[src/rtl/tick_timer.sv]
// Interval timer counting prescaler ticks to a latched period; all outputs registered, 1-cycle latency.
// No backpressure: tick_in/start/stop are sampled every clk, priority stop > start > tick_in.
module tick_timer #(
  parameter int CNT_W = 8,
  parameter int EXP_W = 4
) (
  input  logic             clk,
  input  logic             reset,
  input  logic             tick_in,
  input  logic             start,
  input  logic             stop,
  input  logic [CNT_W-1:0] period,
  input  logic             periodic,
  output logic [CNT_W-1:0] count,
  output logic [1:0]       state,
  output logic             busy,
  output logic             expire,
  output logic [EXP_W-1:0] nexp,
  output logic             err
);

  typedef enum logic [1:0] {
    IDLE  = 2'b00,
    RUN   = 2'b01,
    PAUSE = 2'b10,
    DONE  = 2'b11
  } state_t;

  state_t           state_q, state_d;
  logic [CNT_W-1:0] count_d, period_q, period_d;
  logic             periodic_q, periodic_d;
  logic             busy_d, expire_d, err_d;
  logic [EXP_W-1:0] nexp_d;
  logic             period_ok;
  logic             at_term;

  assign period_ok = (period != '0);
  // count stays below period_q while running, so the increment cannot wrap here
  assign at_term   = ((count + CNT_W'(1)) == period_q);
  assign state     = state_q;

  always_ff @(posedge clk or negedge reset) begin
    if (!reset) begin
      state_q    <= IDLE;
      count      <= '0;
      period_q   <= '0;
      periodic_q <= 1'b0;
      busy       <= 1'b0;
      expire     <= 1'b0;
      nexp       <= '0;
      err        <= 1'b0;
    end else begin
      state_q    <= state_d;
      count      <= count_d;
      period_q   <= period_d;
      periodic_q <= periodic_d;
      busy       <= busy_d;
      expire     <= expire_d;
      nexp       <= nexp_d;
      err        <= err_d;
    end
  end

  always_comb begin
    state_d = IDLE;
    case (state_q)
      IDLE, DONE: begin
        if (stop)                    state_d = IDLE;
        else if (start && period_ok) state_d = RUN;
        else                         state_d = state_q;
      end
      RUN: begin
        if (stop)                                  state_d = PAUSE;
        else if (tick_in && at_term && !periodic_q) state_d = DONE;
        else                                       state_d = RUN;
      end
      PAUSE: begin
        if (stop)       state_d = IDLE;
        else if (start) state_d = RUN;
        else            state_d = PAUSE;
      end
      default: state_d = IDLE;
    endcase
  end

  always_comb begin
    count_d    = count;
    period_d   = period_q;
    periodic_d = periodic_q;
    expire_d   = 1'b0;
    nexp_d     = nexp;
    err_d      = err;
    case (state_q)
      IDLE, DONE: begin
        if (stop) begin
          count_d = '0;
        end else if (start) begin
          if (period_ok) begin
            period_d   = period;
            periodic_d = periodic;
            count_d    = '0;
            nexp_d     = '0;
            err_d      = 1'b0;
          end else begin
            err_d = 1'b1;
          end
        end
      end
      RUN: begin
        if (!stop && tick_in) begin
          if (at_term) begin
            expire_d = 1'b1;
            if (nexp != {EXP_W{1'b1}}) nexp_d = nexp + EXP_W'(1);
            // one-shot parks at the terminal count so DONE reports the full period
            count_d = periodic_q ? '0 : period_q;
          end else begin
            count_d = count + CNT_W'(1);
          end
        end
      end
      PAUSE: begin
        if (stop) count_d = '0;
      end
      default: count_d = '0;
    endcase
    busy_d = (state_d == RUN) || (state_d == PAUSE);
  end

endmodule

[config.mk]
export PLATFORM = sky130hd
export DESIGN_NAME = tick_timer
export DESIGN_NICKNAME = d
export VERILOG_FILES = /design/src/rtl/tick_timer.sv
export SDC_FILE = /design/constraint.sdc
export NUM_CORES = 1
export LEC_CHECK = 0
export ABC_AREA = 1
export CORE_UTILIZATION = 35
export DETAILED_ROUTE_END_ITERATION = 8
export PLACE_DENSITY = 0.58
export SYNTH_ARGS = -nofsm -noshare
export SYNTH_HDL_FRONTEND = slang
export SYNTH_SLANG_ARGS = --single-unit
[constraint.sdc]
create_clock -name clk -period 2.7 [get_ports clk]
set_input_delay 0.27 -clock clk [delete_from_list [all_inputs] [get_ports clk]]
set_output_delay 0.27 -clock clk [all_outputs]
set_load 0.02 [all_outputs]
==> flow_summary.toml <==
[logic_synthesis]
synthAdderAreaFrac = 0.0296
yosysSeqAreaShare = 0.385
yosys_warnings = 0
ys_ff_latch = 26
synthCells = 230
synth.area.mux_share = 0
syn_avg_cell_area_um2 = 7.35
synth_compound_area_frac = 0.138
ys_types = 32
synthSimpleGateAreaFrac = 0.354
syn_area_um2 = 1690
synth_top_family_by_area = "simple AND/OR/NAND/NOR gates"
synth_top_area_share = 0.385
synth_xor_area_frac = 0.0155
syn-num-nets = 248
synth_top_area_cell = "dfrtp_1"
synthTopCellsByArea = "dfrtp_1 38%, nand2_1 11%, nand3_1 6.8%"

[route]
totalWireLength_um = 3670
drtIter0Drc = 78
vias_per_cell = 4.86
drcViolationCount = 0
drt_first_pass_iters = 4
antenna_left = 0
wire_per_inst_um = 11.7
vias = 1531

[global_route]
grtUsageMet1 = 0.256
use_met2 = 0.240
grt-busiest-layer = "met1"
grt_usage = 0.163
grt_pass1_wl_um = 6620
use_met3 = 0.0127
antenna_found_initial = 0
grt_pass1_vias = 1429
overflow = 0
grt_max_degree = 27

[sta]
final_max_slew_viol_count = 0
max_freq_mhz = 466
whs_ns = 0.357
timing.final.crit_share = 0.795
worstMarginPinSlew_ns = 0.499
rsz0062_at_grt = "no"
period_needed_ns = 2.15
fin_skew_ns = 0.00108
max_slew_margin = 0.666
hold_viol = 0
setup_tns_ns = 0
setup_viol = 0

[floorplan]
start_util = 0.376
die-area_um2 = 5120
die_h_um = 71.5
rows = 24
chipWidth_um = 71.5
core_um2 = 4500
ioPinCount = 31

[setup_path]
crit_required_ns = 2.87
crit_path_end_kind = "flop"
reg2regPathDepth = 11
rr_startpoint = "count[0]"
r2r_end = "nexp[0]"
cpMaxStageDelayCell = "dfrtp_1"
critPathKind = "reg2reg"
r2r_slack_ns = 0.55
cp.depth = 11
cp-start-kind = "flop"
crit_family = "simple AND/OR/NAND/NOR gates"
crit_chain = "ha_1 -> xnor2_1 -> nand2_1 -> nor2_2 -> nand3_2 -> nor2_4 -> nand2_4 -> or2_4 -> nand2_4 -> o21ai_1 -> o21a_1"
cp_slowest_stage_delay_ns = 0.48
worst-path-max-fanout = 17
worst_ep_arrival_time_ns = 2.32
worstPathBufferInverterCount = 0
cp_common_cell = "nand2_4"

[cts]
tritoncts = "yes"
cts.reportedPaths.clkPinSlew_ns = 0.09
clockBufferDepth = 2
clock_sinks = 26
htree_levels = 1
post_cts_resized = 0
cts_setup_buffers = 0
clock_latency_ns = 0.27
hold_buffers = 0
root_buffer = "clkbuf_8"
cts_inserted_buffers = 3

[final_layout]
drive_gt1_frac = 0.122
antenna_cells = 0
syn2layout_area_growth_pct = 25.1
final.fill_count = 451
final_common_cell = "nand2_1"
multi_input_area_um2 = 907
regArea_um2 = 651
final_cell_mix = "51 x nand2_1, 30 x inv_1, 30 x clkdlybuf4s50_1, 26 x dfrtp_1"
fin_nets = 282

[power]
power_density_nw_per_um2 = 900
p_leak_nw = 0.977
vdd_drop_max_mv = 0.313

[place]
port_buffers = 30
gp_congestion = 0.852
dp_hpwl_um = 2890

[job]
drv_cap = 0

[worst_hold_path]
hp-class = "in2async"

[status]
outcome = "finished, final reports clean"
## report_power, final
part / switching, mW / total, mW / internal (mW)
Sequential: 0.140 / 0.665 / 0.525
Combinational: 0.579 / 0.981 / 0.402
Clock: 0.129 / 0.260 / 0.131
Total: 0.848 / 1.91 / 1.06
## how the worst max path moves through the flow
stage,from,to,slack [ns]
finish,count[0],nexp[0],0.55
global route,count[0],nexp[1],0.31
CTS,count[0],nexp[0],0.53
detailed placement,count[0],nexp[0],0.55
global placement,count[0],nexp[0],0.59
floorplan,state[0],count[1],0.65
## state kept, by name, indices dropped and copies added, names as in the netlist
| register | cells |
|---|---|
| count | 8 |
| period_q | 8 |
| nexp | 4 |
| state | 2 |
| busy | 1 |
| err | 1 |
| expire | 1 |
| periodic_q | 1 |
## layout make-up
class                   instances  area share
flip-flops and latches         26       0.307
multi-input cells             169       0.428
well taps                      52      0.0307
inverters                      31      0.0550
clock buffers                   4      0.0260
repair buffers                 33       0.152
## per-stage QoR
step	area (um^2)	total power, mW	cells	setup WS [ns]	util
global route	2120	2.08	315	0.313	0.470
floorplan	1690	1.34	230	0.647	-
detailed placement	2060	1.66	311	0.551	0.458
CTS	2120	1.92	315	0.533	0.470
global placement	2060	1.66	311	0.591	0.458
finish	2120	1.91	315	0.553	0.470
## Yosys cell counts
cell type	instances
o21ai_2	1
ha_1	4
o21ai_1	1
inv_1	30
a21oi_1	3
nand3_1	23
o211ai_1	7
dfrtp_1	26
or2_4	1
nand2_4	2
nand4_1	3
a22oi_1	1
nor3_2	1
buf_2	2
inv_2	1
or2_2	1
nor3_1	1
o22ai_1	1
nor2_1	20
nor2_2	3
nand3_2	3
nand2_1	51
o21ai_0	23
clkbuf_1	1
buf_1	1
o21a_1	2
nor4_1	1
xnor2_1	1
xor2_1	2
o21bai_1	1
nand2_2	9
nor2_4	3
## cells by family (layout without fill, tap and decap cells)
kind of cell | after synthesis | after routing
AND/OR/NAND/NOR | 122 | 122
AO/OA/AOI/OAI | 40 | 40
XOR/XNOR | 3 | 3
flip-flops | 26 | 26
adder cells (fa/ha/maj) | 4 | 4
buffers and inverters | 35 | 68
## per-layer routing
layer	vias to the layer above	wire length (um)
met2	36	1430
li1	816	-
met5	-	0
met1	674	2060
met3	5	131
met4	0	51
(Power assumes the default switching activity.)
